==> config.mk <==
export PLATFORM = sky130hd
export DESIGN_NAME = pool_window_buf
export DESIGN_NICKNAME = d
export VERILOG_FILES = /design/src/rtl/lenet_pkg.sv /design/src/rtl/pool_line_buf.sv /design/src/rtl/pool_window_buf.sv
export SDC_FILE = /design/constraint.sdc
export NUM_CORES = 1
export LEC_CHECK = 0
export CAP_MARGIN = 10
export CORE_MARGIN = 2
export CORE_UTILIZATION = 50
export DETAILED_ROUTE_END_ITERATION = 16
export HOLD_SLACK_MARGIN = 0.06
export MAX_ROUTING_LAYER = met4
export PLACE_DENSITY = 0.68
export SKIP_LAST_GASP = 1
export SYNTH_ARGS = -nofsm -noshare
export SYNTH_HDL_FRONTEND = slang
export SYNTH_SLANG_ARGS = --single-unit
export TNS_END_PERCENT = 20
==> constraint.sdc <==
create_clock -name clk -period 3.1 [get_ports clk]
set_input_delay 0.62 -clock clk [delete_from_list [all_inputs] [get_ports clk]]
set_output_delay 0.62 -clock clk [all_outputs]
set_load 0.05 [all_outputs]
==> src/rtl/lenet_pkg.sv <==
// Shared LeNet datapath constants: pixel width and the 2x2 window lane order
// used by both the window gatherer and the max-pool comparator.
package lenet_pkg;

  localparam int DATA_SIZE = 16;

  // Lane index within the packed window; lane n occupies [n*D +: D].
  localparam int LANE_BR = 0;
  localparam int LANE_BL = 1;
  localparam int LANE_TR = 2;
  localparam int LANE_TL = 3;

  function automatic logic [4*DATA_SIZE-1:0] pack_window(
    input logic [DATA_SIZE-1:0] tl,
    input logic [DATA_SIZE-1:0] tr,
    input logic [DATA_SIZE-1:0] bl,
    input logic [DATA_SIZE-1:0] br
  );
    logic [4*DATA_SIZE-1:0] w;
    w = '0;
    w[LANE_TL*DATA_SIZE +: DATA_SIZE] = tl;
    w[LANE_TR*DATA_SIZE +: DATA_SIZE] = tr;
    w[LANE_BL*DATA_SIZE +: DATA_SIZE] = bl;
    w[LANE_BR*DATA_SIZE +: DATA_SIZE] = br;
    return w;
  endfunction

endpackage

==> src/rtl/pool_line_buf.sv <==
// One-row line buffer: single write port, two combinational read ports.
// Contents are not reset; every entry is rewritten on each even row before use.
module pool_line_buf #(
  parameter int DATA_SIZE = 16,
  parameter int IMG_W     = 28,
  parameter int AW        = $clog2(IMG_W)
) (
  input  logic                 clk,
  input  logic                 wr_en_i,
  input  logic [AW-1:0]        wr_addr_i,
  input  logic [DATA_SIZE-1:0] wr_dat_i,
  input  logic [AW-1:0]        rd0_addr_i,
  output logic [DATA_SIZE-1:0] rd0_dat_o,
  input  logic [AW-1:0]        rd1_addr_i,
  output logic [DATA_SIZE-1:0] rd1_dat_o
);

  logic [DATA_SIZE-1:0] mem_q [IMG_W];

  always_ff @(posedge clk) begin
    if (wr_en_i) begin
      mem_q[wr_addr_i] <= wr_dat_i;
    end
  end

  assign rd0_dat_o = mem_q[rd0_addr_i];
  assign rd1_dat_o = mem_q[rd1_addr_i];

endmodule

==> src/rtl/pool_window_buf.sv <==
// Streaming 2x2 stride-2 window gatherer feeding the max-pool comparator; 1-cycle latency,
// in_ready = !out_valid | out_ready. Define POOL_WIN_BUF_RELU_EN to clamp negative pixels to 0.
module pool_window_buf #(
  parameter int DATA_SIZE = lenet_pkg::DATA_SIZE,
  parameter int IMG_W     = 28,
  parameter int IMG_H     = 28
) (
  input  logic                   clk,
  input  logic                   rst_n,
  input  logic                   in_valid,
  output logic                   in_ready,
  input  logic [DATA_SIZE-1:0]   in_data,
  output logic                   out_valid,
  input  logic                   out_ready,
  output logic [4*DATA_SIZE-1:0] out_window,
  output logic                   out_last
);
  import lenet_pkg::*;

  localparam int CW = $clog2(IMG_W);
  localparam int RW = $clog2(IMG_H);

  generate
    if ((IMG_W % 2) != 0 || (IMG_H % 2) != 0 || IMG_W < 2 || IMG_H < 2) begin : g_bad_dims
      $error("pool_window_buf: IMG_W and IMG_H must be even and >= 2");
    end
  endgenerate

  logic [DATA_SIZE-1:0]   pix;
  logic [CW-1:0]          col_q, col_d;
  logic [RW-1:0]          row_q, row_d;
  logic [DATA_SIZE-1:0]   bl_q, bl_d;
  logic [4*DATA_SIZE-1:0] window_q, window_d, window_new;
  logic                   valid_q, valid_d;
  logic                   last_q, last_d;
  logic                   acc, col_last, row_last, win_ld;
  logic [DATA_SIZE-1:0]   lb_left, lb_right;

`ifdef POOL_WIN_BUF_RELU_EN
  assign pix = in_data[DATA_SIZE-1] ? '0 : in_data;
`else
  assign pix = in_data;
`endif

  assign in_ready = !valid_q | out_ready;
  assign acc      = in_valid & in_ready;
  assign col_last = (col_q == CW'(IMG_W - 1));
  assign row_last = (row_q == RW'(IMG_H - 1));
  assign win_ld   = acc & row_q[0] & col_q[0];

  // Left neighbour of an odd column is that column with bit 0 cleared.
  pool_line_buf #(
    .DATA_SIZE (DATA_SIZE),
    .IMG_W     (IMG_W),
    .AW        (CW)
  ) u_line_buf (
    .clk        (clk),
    .wr_en_i    (acc & ~row_q[0]),
    .wr_addr_i  (col_q),
    .wr_dat_i   (pix),
    .rd0_addr_i (col_q & ~CW'(1)),
    .rd0_dat_o  (lb_left),
    .rd1_addr_i (col_q),
    .rd1_dat_o  (lb_right)
  );

  always_comb begin
    window_new = '0;
    window_new[LANE_TL*DATA_SIZE +: DATA_SIZE] = lb_left;
    window_new[LANE_TR*DATA_SIZE +: DATA_SIZE] = lb_right;
    window_new[LANE_BL*DATA_SIZE +: DATA_SIZE] = bl_q;
    window_new[LANE_BR*DATA_SIZE +: DATA_SIZE] = pix;
  end

  always_comb begin
    col_d    = col_q;
    row_d    = row_q;
    bl_d     = bl_q;
    window_d = window_q;
    last_d   = last_q;
    valid_d  = valid_q;
    if (acc) begin
      if (col_last) begin
        col_d = '0;
        row_d = row_last ? '0 : row_q + 1'b1;
      end else begin
        col_d = col_q + 1'b1;
      end
      if (row_q[0] && !col_q[0]) begin
        bl_d = pix;
      end
    end
    // A fresh window wins over a same-cycle drain of the old one.
    if (win_ld) begin
      window_d = window_new;
      last_d   = row_last & col_last;
      valid_d  = 1'b1;
    end else if (out_ready) begin
      valid_d  = 1'b0;
    end
  end

  always_ff @(posedge clk or negedge rst_n) begin
    if (!rst_n) begin
      col_q    <= '0;
      row_q    <= '0;
      bl_q     <= '0;
      window_q <= '0;
      last_q   <= 1'b0;
      valid_q  <= 1'b0;
    end else begin
      col_q    <= col_d;
      row_q    <= row_d;
      bl_q     <= bl_d;
      window_q <= window_d;
      last_q   <= last_d;
      valid_q  <= valid_d;
    end
  end

  assign out_valid  = valid_q;
  assign out_window = window_q;
  assign out_last   = last_q;

endmodule
# ---- After elaboration in Yosys (flattened, before gate mapping)
# Memories as Yosys holds them, arrays and structs flattened. A register that Yosys moved wholly into a read port is not among the register bits.
# Index checks and enable logic that the tools add are counted.
dict set report classes {
  n_addsub 2
  n_eq_ne 2
  muxes 6
  bitwise 7
  reduce_logical 8
}
# cell n
set ops {}
lappend ops {{5-bit by 1-bit adder with 5-bit output, second input constant} 2}
lappend ops {{5-bit equality test, second input constant} 2}
lappend ops {{5-bit two-way mux} 2}
lappend ops {{1-bit bitwise AND} 5}
lappend ops {{1-bit zero test} 4}
lappend ops {{1-bit two-way mux} 4}
lappend ops {{2-bit AND reduction} 2}
lappend ops {{2-bit nonzero test} 1}
lappend ops {{1-bit logical AND} 1}
lappend ops {{1-bit inverter} 1}
lappend ops {{1-bit bitwise OR} 1}
dict set report totals {
  regBits 92
  ramBits 448
  in_bits 20
  elab_cells 32
  memories 1
}
# name depth word_bits rd rd_ports_with_merged_regs write_ports line
set memory_table {}
lappend memory_table {u_line_buf.mem_q 28 16 2 2 1 pool_line_buf.sv:18} ;# logic [DATA_SIZE-1:0] mem_q [IMG_W];

# ---- Depth between registers and ports, before layout
# Gate-level depths: netlist (run 1).
dict set report logic_depth {
  word_depth 6
  ltp_mapped 9
  ltp_nobuf 5
}

# ---- Cells and area by module
# Synthesis (run 1) repeated with hierarchy kept, for this count alone.
dict set report hier_totals {
  hier_cells 1538
  area_unflattened_um2 24898.9
}
# mod instances cells_per_inst area_each_um2 seq_area_each_um2
set by_module_without_submodules {}
lappend by_module_without_submodules {pool_line_buf 1 1311 21284.2 13452.9}
lappend by_module_without_submodules {pool_window_buf 1 227 3614.7 2302.2}

# ---- Least setup slack after synthesis (run 1)
# Ideal clock, no wire load.
dict set report synth_timing {
  kind {reg-to-reg}
  from {reg col_q[1]}
  to {mem u_line_buf.mem_q[21][0] (enable)}
  setup_time_ps 388
  arrival_ps 2210
  required_time_ps 2712
  slack_ps 502
  path_stages_with_launch 10
  path_buffers 5
  cell_sequence {dfrtp_1 buf_6 buf_8 buf_6 buf_6 buf_4 inv_1 ha_1 nand2_1 nor2_1}
}
# element line
set synth_lines {}
lappend synth_lines {{start: declaration} pool_window_buf.sv:30} ;# logic [CW-1:0] col_q, col_d;
lappend synth_lines {{start signal: assignment} pool_window_buf.sv:112} ;# col_q <= col_d;
lappend synth_lines {{end: declaration} pool_line_buf.sv:18}
# Straight into the memory's write port.

==> results of run 1 <==
[worst max-delay path: stages, from the launching register on]
cell	delay, ns
sky130_fd_sc_hd__dfrtp_4	0.57
sky130_fd_sc_hd__buf_12	0.28
sky130_fd_sc_hd__buf_12	0.23
sky130_fd_sc_hd__mux2i_1	0.43
sky130_fd_sc_hd__a22oi_1	0.12
sky130_fd_sc_hd__a31oi_1	0.57
sky130_fd_sc_hd__o21ai_0	0.16
[power breakdown]
group          switching (W)  internal, W
Combinational        0.00441      0.00288
Clock                0.00266      0.00370
Sequential          0.000585      0.00861
[layout by cell type (no fill, tap or decap), types with 16 or more instances in the layout]
master / instances
sky130_fd_sc_hd__o22ai_1: 26
sky130_fd_sc_hd__buf_4: 91
sky130_fd_sc_hd__o21ai_0: 16
sky130_fd_sc_hd__mux2_2: 26
sky130_fd_sc_hd__clkbuf_16: 55
sky130_fd_sc_hd__mux2i_1: 104
sky130_fd_sc_hd__a22oi_1: 19
sky130_fd_sc_hd__edfxtp_1: 448
sky130_fd_sc_hd__dfrtp_1: 89
sky130_fd_sc_hd__nor2_1: 45
sky130_fd_sc_hd__clkdlybuf4s50_1: 84
sky130_fd_sc_hd__nand2_1: 137
sky130_fd_sc_hd__mux4_2: 62
[final cells by class]
type | instances | area [sq um] | area share, %
timing repair buffer | 182 | 1654 | 6.548
tap | 585 | 732.0 | 2.897
sequential | 540 | 15760 | 62.40
clock buffer | 70 | 1453 | 5.750
multi-input combinational | 608 | 5368 | 21.25
inverter | 8 | 30.03 | 0.1189
clock inverter | 27 | 261.5 | 1.035
[per-layer routing]
| metal | up-vias | part of all wire (%) |
|---|---|---|
| met2 | 542 | 47 |
| li1 | 5185 | - |
| met5 | - | 0 |
| met1 | 6140 | 42 |
| met3 | 89 | 8.4 |
| met4 | 0 | 3.1 |
[worst paths after layout]
path / cells past startpoint / start / slack (ns) / to
hold / removal: 2 / bl_q[0]$_DFFE_PN0P_ / 0.46 / out_window[16]$_DFFE_PN0P_
hold reg to reg: 2 / bl_q[0]$_DFFE_PN0P_ / 0.46 / out_window[16]$_DFFE_PN0P_
setup reg to reg: 6 / col_q[1]$_DFFE_PN0N_ / 0.57 / out_window[44]$_DFFE_PN0P_
setup / recovery: 6 / col_q[1]$_DFFE_PN0N_ / 0.57 / out_window[44]$_DFFE_PN0P_
max in group asynchronous: 3 / rst_n / 1.69 / bl_q[2]$_DFFE_PN0P_
min in group asynchronous: 2 / rst_n / 0.60 / row_q[4]$_DFFE_PN0P_
[sequential cells by signal, indices dropped and copies added, names as in the netlist]
| name | count |
|---|---|
| col_q | 5 |
| row_q | 5 |
| bl_q | 16 |
| out_last | 1 |
| u_line_buf.mem_q | 448 |
| out_valid | 1 |
| out_window | 64 |
[stage by stage]
step           util, %  instances  total power (W)
2_1_floorplan        -       1229          0.01421
3_3_place_gp     54.88       1922          0.01653
3_5_place_dp     54.88       1922          0.01660
4_1_cts          58.90       2020          0.02295
5_1_grt          58.90       2020          0.02372
6_report         58.90       2020          0.02285
[synth_stat cells, drive strengths merged, types with 2 or more instances]
master   count
edfxtp     448
nand2      137
mux2i      104
dfrtp       92
mux4        75
buf         47
nor2        45
o21ai       32
mux2        27
clkbuf      26
o22ai       26
a22oi       19
a31oi       14
a221oi      13
o2bb2ai     13
a21oi        9
a22o         9
nor2b        9
a211oi       8
inv          8
nor3         7
ha           6
nand2b       6
nand3        6
o31ai        6
and2         4
o21a         4
and4         3
nand3b       3
nand4        3
or3b         3
a41oi        2
and3         2
nand4b       2
o41ai        2
[cells by family (layout without fill, tap and decap cells)]
family,after synthesis,in the layout,synth area share [%]
AOI/OAI and AO/OA,162,162,5.385
adders and majority gates,6,6,0.3470
buffers and inverters,81,287,2.371
DFF,540,540,72.83
muxes,206,206,14.25
and+or+nand+nor,234,234,4.818
[timing repair]
action | CTS | global route
hold endpoints to repair | 26 | 0
setup endpoints to repair | 0 | 0
hold buffers | 1 | 0
buffers inserted | 0 | 0
==> results.md, run 1 <==
Run status:
- The flow ran to the end, and the final reports show no timing, DRC or antenna violations.

Run:
- The tool flagged a number of max-cap violations equal to 0.

Pwr:
- The worst-case IR drop observed on VDD is 585.3 uV.
- Summed over all cells, the static leakage comes to 8.895 nW.
- Power spread over the standard cell area amounts to 904.7 nW/um^2.

Synthesis:
- In this run, synthesis inferred 448 flip-flops with an integrated enable.
- A synthesized cell averages 17.60 sq um.
- The count of warnings emitted by yosys is 0.
- The net count after synthesis is 1255.
- Synthesis inferred 540 register bits.
- In the synthesized netlist the async set-or-reset flop fraction comes to 17.04%.
- The cell type contributing the most total cell area after synthesis is sky130_fd_sc_hd__edfxtp_1.
- In the synthesized netlist, the number of instances is 1229.
- By area the synthesized netlist is led by sky130_fd_sc_hd__edfxtp_1 (62%), sky130_fd_sc_hd__dfrtp_1 (11%), sky130_fd_sc_hd__mux4_2 (6.5%).
- The total standard cell area after synthesis is 21630 sq um.
- The portion of the post-synthesis area used by sequential elements is 72.83%.
- The top cell type by area accounts for 62.19% of the synthesized area.
- The most used flip-flop cell after synthesis is sky130_fd_sc_hd__edfxtp_1.
- Counting distinct cell types in the post-synthesis netlist gives 57.

Timing:
- Of the available clock period, the critical path in the final layout requires 81.46%.
- The transition at the pin with the smallest max-transition slack is 0.9834 ns.
- The final hold violation count is 0.
- The final hold slack is 0.4579 ns.
- The number of max-slew violations in the final report is 0.
- Setup repair after global routing left no endpoint under its margin.
- Setup violations remaining at the end of the flow were counted as 0.
- The relative slew slack is 34.23%.
- The total negative slack is 0 ns.
- The achievable frequency is 0.3960 GHz.
- The minimum clock period is 2.525 ns.
- The worst path meets setup with 0.5746 ns of slack.
- Between clock sinks in the finished design, the worst skew comes to 0.01712 ns.

Place:
- The total half-perimeter wirelength after legalization and detailed placement is 33330 um.
- The count of input and output buffers is 86.
- The congestion estimate from routability-driven global placement came to 0.8665.
- The worst setup timing slack at the placement stage is 0.3603 ns.
- After detailed placement, the total cell area comes to 23540 sq um.

Final layout:
- The number of antenna repair diodes is 0.
- The finished layout cell area is 25260 sq um.
- The signed area change from the synthesized netlist to the final layout is 16.77%.
- For this run, the post-layout net count is 1419.
- The layout has 3194 filler cells.
- Of the cells placed in the final design, the portion with a size suffix greater than 1 is 19.30%.

Global routing:
- The number of global-route vias before repair is 11910.
- The met2 track utilization from global routing is 36.99%.
- The layer with the highest usage is met2.
- The final global-route overflow total is 0.
- Entering global routing, the biggest net connects 82 pins.
- The global routing usage summed across all routing layers is 24.59%.
- The number of antenna violations at the first check in global routing was 0.
- The met1 usage is 34.04%.
- Global routing used 5.037% of the available met3 tracks.
- The global-route wire length before repair is 77180 um.

Worst setup path:
- The setup path with the least slack is of type reg2reg.
- The top fanout value on the critical path is 29.
- The category of the worst setup path launch point is a flip-flop.
- The required time of the worst setup path is 3.55 ns.
- The data arrival time at the worst-slack endpoint is 2.98 ns.
- STA classifies the critical path endpoint as a flip-flop.

Floorplan:
- Pin placement for this block handled 87 I/O pins.
- The die is 212.0 um wide.
- The initial core utilization is 50.44%.
- The die covers 44950 sq um.
- The floorplan has 76 rows.
- The die is 212.0 um tall.
- The core region is 42890 sq um.

Clocking:
- CTS placed an instance of sky130_fd_sc_hd__clkbuf_16 at the clock tree root.
- The total clock sinks is 540.
- The H-tree was split into 2 levels.
- The clock-pin slew on the worst setup and hold paths is 0.06 ns.
- The clock tree from TritonCTS is built.
- The maximum buffer depth of the clock tree is 3.
- In this run, post-CTS repair resized a total of 0 instances.
- The insertion delay of the later-clocked pin in the worst-skew pair is 0.60 ns.
- The number of buffers created by CTS is 53.

Drt:
- The via count of the routed design is 11960.
- The detailed router finished its first iteration with 1451 violations.
- The final wirelength is 52320 um.
- The post-detailed-route DRC marker count is 0.
- Once detail routing completed, the nets flagged for antenna violations numbered 0.
- In the routed layout, each cell is associated on average with a via count of 5.919.
- Dividing the detail-routed wire length by the instance count gives 25.90 um.
- The number of detailed-routing iterations run before antenna repair is 5.

Worst hold path:
- The tightest min-delay check is of the reg2reg type.
Note: power is estimated with default switching activity, not from simulation.
==> inputs of run 2 (changes only) <==
PLACE_DENSITY = 0.7   (was 0.68)
clock period = 2.1 ns   (was 3.1 ns; I/O delays follow)
==> results.md, run 2 (same netlist as run 1, synthesis figures left out) <==
Drt:
- The routed design has 55940 um of wire.
- In the routed design, unresolved DRC markers number 0.
- The violation count after the first detailed-routing iteration is 1517.
- In the final routed layout, each cell accounts on average for 26.66 um.
- The residual antenna-violating net count after detailed routing is 0.
- After detailed routing, the number of vias per cell comes to 5.921.
- Summing over every cut layer, the via total after detailed routing is 12420.
- Before antenna repair, the detailed router went through 5 iterations.

Worst setup path:
- The critical path goes through clkdlybuf4s50_1.
- The cell family contributing the most delay on the critical path is buffers and inverters.
- Counting both buffers and inverters, the worst setup path holds a total of 1.
- Data arrives at the worst endpoint at 1.77 ns.
- The element type at the critical path end is a primary output.
- The source of the critical timing path is out_window[46]$_DFFE_PN0P_.
- The critical path in this run is classified as reg2out.
- The required time of the worst setup path is 1.68 ns.
- The category of the worst setup path launch point is a flip-flop.
- The largest single stage delay on the critical path is 0.81 ns.
- The highest-delay cell along the critical path is sky130_fd_sc_hd__clkdlybuf4s50_1.
- The worst register-to-register path begins at col_q[1]$_DFFE_PN0N_.
- The top fanout value on the critical path is 2.

Run status:
- The flow ran to the end, but the final reports show violations.
- The final reports fail on setup timing.

Pwr:
- The total power density per cell area is 1312 nW/um^2.
- The worst supply voltage drop on vdd is 821.4 uV.
- After layout, the design draws a total of 0.03508 W.
- In this run the static leakage power is 9.709 nW.

Clocking:
- After clock tree synthesis, the clock-pin slew on the worst setup and hold paths is 0.06 ns.
- The insertion delay of the later-clocked pin in the worst-skew pair is 0.60 ns.
- The total clock sinks is 540.
- The maximum buffer depth of the clock tree is 3.
- The number of clock buffers added by TritonCTS is 52.
- The clock tree from TritonCTS is built.
- The root buffer selected by CTS is sky130_fd_sc_hd__clkbuf_16.
- The H-tree was split into 2 levels.

Final layout:
- The number of nets in the final layout is 1495.
- The register with the most flip-flops in the layout has 448 of them.
- The number of antenna diodes in the final layout is 0.
- The leading cell type in the layout, fill and taps excluded is sky130_fd_sc_hd__edfxtp_1.
- The post-route netlist has 26.04% of its cells at a drive strength greater than 1.
- The top cell types in the final layout, fill and taps aside, are sky130_fd_sc_hd__edfxtp_1 (448), sky130_fd_sc_hd__nand2_1 (133), sky130_fd_sc_hd__buf_4 (116).
- The signed area change from the synthesized netlist to the final layout is 23.60%.
- The register with the most flip-flops in the final layout is u_line_buf.mem_q.

Place:
- Port buffering added 86 buffers.
- The wire-length estimate of the detail-placed layout is 37420 um.
- Prior to clock tree synthesis, the placed netlist has a worst setup slack of -0.1885 ns.
- At the end of routability-driven placement, the weighted congestion stood at 0.9315.

Global routing:
- The number of antenna violations at the first check in global routing is 1.
- The global-route wire length before repair is 80950 um.
- The final global-route overflow total is 0.
- The number of global-route vias before repair is 12240.
- The largest net degree at the start of global routing is 47.
- The global routing usage summed across all routing layers is 26.17%.

Floorplan:
- For this configuration, the core starts out at a cell density of 50.44%.
- Measured along the x axis, the die boundary spans 212.0 um.
- After floorplanning, the core was divided into 76 placement rows.
- In this run the vertical extent of the chip is 212.0 um.
- The total I/O pin count is 87.
- In this run the standard cell core region covers 42890 sq um.
- The area enclosed by the die boundary is 44950 sq um.

Timing:
- The final setup violation count is 25.
- Setup repair after global routing could not meet its margin everywhere.
- Measured against its own limit, the worst slew margin works out to 64.58%.
- The minimum clock period is 2.185 ns.
- The post-route clock period utilization is 104.1%.
- The final hold slack is 0.3301 ns.
- The achievable frequency is 0.4577 GHz.
- The transition at the pin with the smallest max-transition slack is 0.5334 ns.
- In the post-route analysis, the smallest setup slack over all paths is -0.08506 ns.
- The number of max-slew violations in the final report is 0.
- The total negative slack is -1.324 ns.
- Clock skew on the completed layout was measured at 0.01579 ns.
- The final hold violation count is 0.

Run:
- Max-cap violations in this run came to 0.

Worst hold path:
- The class of the tightest hold or removal check is in2async.
-- run 2: layer usage --
metal	GRT usage (%)	routed length, um
met2	39.42	26110
met1	36.60	22920
met3	5.126	5248
met4	7.868	1663
met5	-	0
-- run 2: report_power, final --
| part | switching (W) | leakage, nW | internal (W) | total (W) |
|---|---|---|---|---|
| combinational | 0.00741 | 3.69 | 0.00516 | 0.0126 |
| clock | 0.00389 | 0.803 | 0.00521 | 0.00910 |
| sequential | 0.000684 | 5.21 | 0.0127 | 0.0134 |
| total | 0.0120 | 9.71 | 0.0231 | 0.0351 |
-- run 2: timing repair --
item,in CTS,in global routing
endpoints found under the setup margin,205,52
hold buffers,1,0
buffers inserted,3,0
hold endpoints to repair,34,0
resized for setup,39,10
-- run 2: worst paths after layout --
path	endpoint	slack, ns	cells past startpoint
worst min-delay path	row_q[2]$_DFFE_PN0P_	0.33	2
max in group asynchronous	col_q[2]$_DFFE_PN0N_	1.04	3
worst max register to register	out_window[59]$_DFFE_PN0P_	-0.06	7
worst max-delay path	out_window[46]	-0.09	1
worst min register to register	out_window[30]$_DFFE_PN0P_	0.46	2
min in group clk	out_window[3]$_DFFE_PN0P_	0.45	3
-- run 2: final cells by class --
class / count / area (sq um)
clock buffer: 78 / 1470
timing repair buffer: 259 / 2874
multi-input combinational: 608 / 5684
tap: 585 / 732.0
sequential: 540 / 15770
fill: 3008 / 16150
inverter: 8 / 32.53
clock inverter: 20 / 181.4
-- run 2: metrics by stage --
stage	util [%]	cells	cell area, sq um
after global placement	58.38	1996	25040
after CTS	62.29	2098	26710
after global routing	62.35	2098	26740
final	62.35	2098	26740
after detailed placement	58.38	1996	25040
after floorplan	-	1229	21930
==> inputs of run 3 (changes only) <==
CORE_UTILIZATION = 40   (was 50)
PLACE_DENSITY = not set   (was 0.7)
clock period = 2 ns   (was 2.1 ns; I/O delays follow)
==> results.md, run 3 (same netlist as run 1, synthesis figures left out) <==
Worst setup path:
- The highest-delay cell along the critical path is sky130_fd_sc_hd__clkdlybuf4s50_1.
- STA classifies the critical path startpoint as a flip-flop.
- Broken down by cell family, the worst path's largest delay share belongs to buffers and inverters.
- Walking the worst path, the cells encountered are clkdlybuf4s50_1.
- The top fanout value on the critical path is 2.
- The largest incremental delay on the critical path is 0.81 ns.
- Together, buffers and inverters on the worst path number 1.
- The data arrival time at the worst-slack endpoint is 1.77 ns.
- The worst setup path is of the reg2out kind.
- The required time of the worst setup path is 1.60 ns.
- The element type at the critical path end is a primary output.

Final layout:
- For this run, the post-layout net count is 1501.
- The signed area change from the synthesized netlist to the final layout is 25.30%.
- The final-layout fill cell count is 4355.
- The number of antenna repair diodes is 0.
- The library cells used most frequently in the layout, excluding fill and tap cells, are sky130_fd_sc_hd__edfxtp_1 (448), sky130_fd_sc_hd__buf_4 (137), sky130_fd_sc_hd__nand2_1 (133).
- The register with the most flip-flops in the layout has 448 of them.
- The area of combinational cells with multiple inputs is 5672 sq um.
- Ranked by flip-flop count, first place goes to u_line_buf.mem_q.
- The library cell used most frequently in the layout, excluding fill and tap cells, is sky130_fd_sc_hd__edfxtp_1.
- The post-route netlist has 29.10% of its cells at a drive strength greater than 1.
- The utilization of the core after routing is 50.57%.
- Registers take 15770 sq um.

Global routing:
- The final global-route overflow total is 0.
- Entering global routing, the biggest net connects 46 pins.
- The number of antenna violations at the first check in global routing was 0.
- The first global-routing pass estimated 84010 um of wire.
- Global routing consumed, over all layers together, 21.43% of the routing resources.
- The number of global-route vias before repair came to 12430.

Run status:
- The flow ran to the end, but the final reports show violations.
- The checks that failed: setup timing.

Drt:
- The average via count per standard cell is 5.562.
- The via count of the routed design is 12320.
- The number of detailed-routing iterations run before antenna repair is 5.
- In this run, the number of DRC markers left after iteration 0 of detailed routing was 1272.
- The final wirelength is 58320 um.
- In the final routed layout, each cell accounts on average for 26.33 um.
- The residual antenna-violating net count after detailed routing is 0.
- The post-detailed-route DRC marker count is 0.

Pwr:
- The total power density per cell area is 1383 nW/um^2.
- The worst supply voltage drop on vdd is 857.9 uV.
- The reported leakage power is 9.775 nW.

Floorplan:
- From left edge to right edge, the die measures 236.6 um.
- The initial core utilization is 40.36%.
- The die covers 55960 sq um.
- The standard cell core area is 53600 sq um.
- For this design the top-level I/O count stands at 87.
- The floorplan has 85 rows.
- The die outline height is 236.6 um.

Clocking:
- The total clock sinks is 540.
- TritonCTS built the clock tree.
- After clock tree synthesis, the clock-pin slew on the worst setup and hold paths is 0.06 ns.
- The level count of the clock H-tree is 2.
- The insertion delay of the later-clocked pin in the worst-skew pair is 0.62 ns.
- The cell sitting at the root of the clock tree is a sky130_fd_sc_hd__clkbuf_16.
- In this run, CTS created clock tree buffers numbering 53.
- The maximum buffer depth of the clock tree is 3.

Timing:
- Setup violations remaining at the end of the flow were counted as 40.
- Between clock sinks in the finished design, the worst skew comes to 0.02456 ns.
- Setup repair after global routing could not meet its margin everywhere.
- The number of max-slew violations in the final report was 0.
- For the pin with the worst max-slew slack, the measured transition is 0.5569 ns.
- The final hold violation count is 0.
- After layout, the minimum clock period comes to 2.171 ns.
- For the final routed database, the setup TNS stands at -3.951 ns.
- In this run the tightest slew margin relative to its limit is 63.02%.
- In the finished design, the share of the clock period the worst path needs comes to 108.5%.
- Once routing completed, OpenROAD measured the worst setup slack at -0.1709 ns.
- The achievable frequency is 0.4606 GHz.

Worst hold path:
- The tightest min-delay check is of the in2async type.

Run:
- Across the run, the number of max-cap violations was 0.

Place:
- The count of input and output buffers is 86.
- The total half-perimeter wirelength after legalization and detailed placement is 38370 um.
- At the end of routability-driven placement, the weighted congestion stood at 0.9345.
[run 3: power breakdown]
group | leakage [nW] | internal (W) | total [W] | switching, W
logic | 3.72 | 0.00563 | 0.0134 | 0.00780
clock network | 0.847 | 0.00565 | 0.00998 | 0.00433
registers | 5.21 | 0.0134 | 0.0141 | 0.000724
total | 9.77 | 0.0246 | 0.0375 | 0.0128
[run 3: cell type report]
| cell class | count | area share [%] |
|---|---|---|
| inverter | 8 | 0.1200 |
| timing repair buffer | 264 | 11.18 |
| clock inverter | 39 | 1.302 |
| sequential | 540 | 58.16 |
| tap | 696 | 3.213 |
| multi-input combinational | 608 | 20.92 |
| clock buffer | 60 | 5.105 |
[run 3: what timing repair did]
| item | in CTS | in global routing |
|---|---|---|
| endpoints found under the setup margin | 62 | 57 |
| gates resized for setup | 12 | 15 |
| gates cloned | 0 | 2 |
| buffers inserted | 0 | 5 |
| hold buffers | 1 | 0 |
| hold endpoints to repair | 26 | 0 |
[run 3: through the flow]
step | hold slack (ns) | power (W) | std cells | area, sq um | worst slack, ns
after global routing | 0.2834 | 0.03891 | 2215 | 27110 | -0.2042
after CTS | 0.2593 | 0.03736 | 2208 | 26960 | -0.1950
after detailed placement | 0.3507 | 0.02744 | 2108 | 25230 | -0.3206
after floorplan | 0.1044 | 0.02236 | 1229 | 21930 | -0.1763
final | 0.2613 | 0.03748 | 2215 | 27110 | -0.1709
after global placement | 0.3432 | 0.02731 | 2108 | 25230 | -0.2919
[run 3: per-layer routing]
layer	vias to the layer above	global-route usage (%)	routed length (um)	part of all wire [%]
met1	6326	30.47	25790	44
met3	107	3.661	4456	7.6
met4	0	7.154	1812	3.1
met5	-	-	0	0
met2	520	31.50	26260	45
li1	5366	-	-	-
[run 3: worst paths after layout]
path / startpoint / endpoint / slack [ns] / depth (start not counted)
min: rst_n / row_q[2]$_DFFE_PN0P_ / 0.26 / 2
max: out_window[24]$_DFFE_PN0P_ / out_window[24] / -0.17 / 1
min reg2reg: bl_q[15]$_DFFE_PN0P_ / out_window[31]$_DFFE_PN0P_ / 0.46 / 2
min in group clk: bl_q[15]$_DFFE_PN0P_ / out_window[31]$_DFFE_PN0P_ / 0.46 / 2
max reg2reg: col_q[1]$_DFFE_PN0N_ / out_window[46]$_DFFE_PN0P_ / -0.13 / 6
max in group asynchronous: rst_n / out_window[59]$_DFFE_PN0P_ / 1.04 / 3
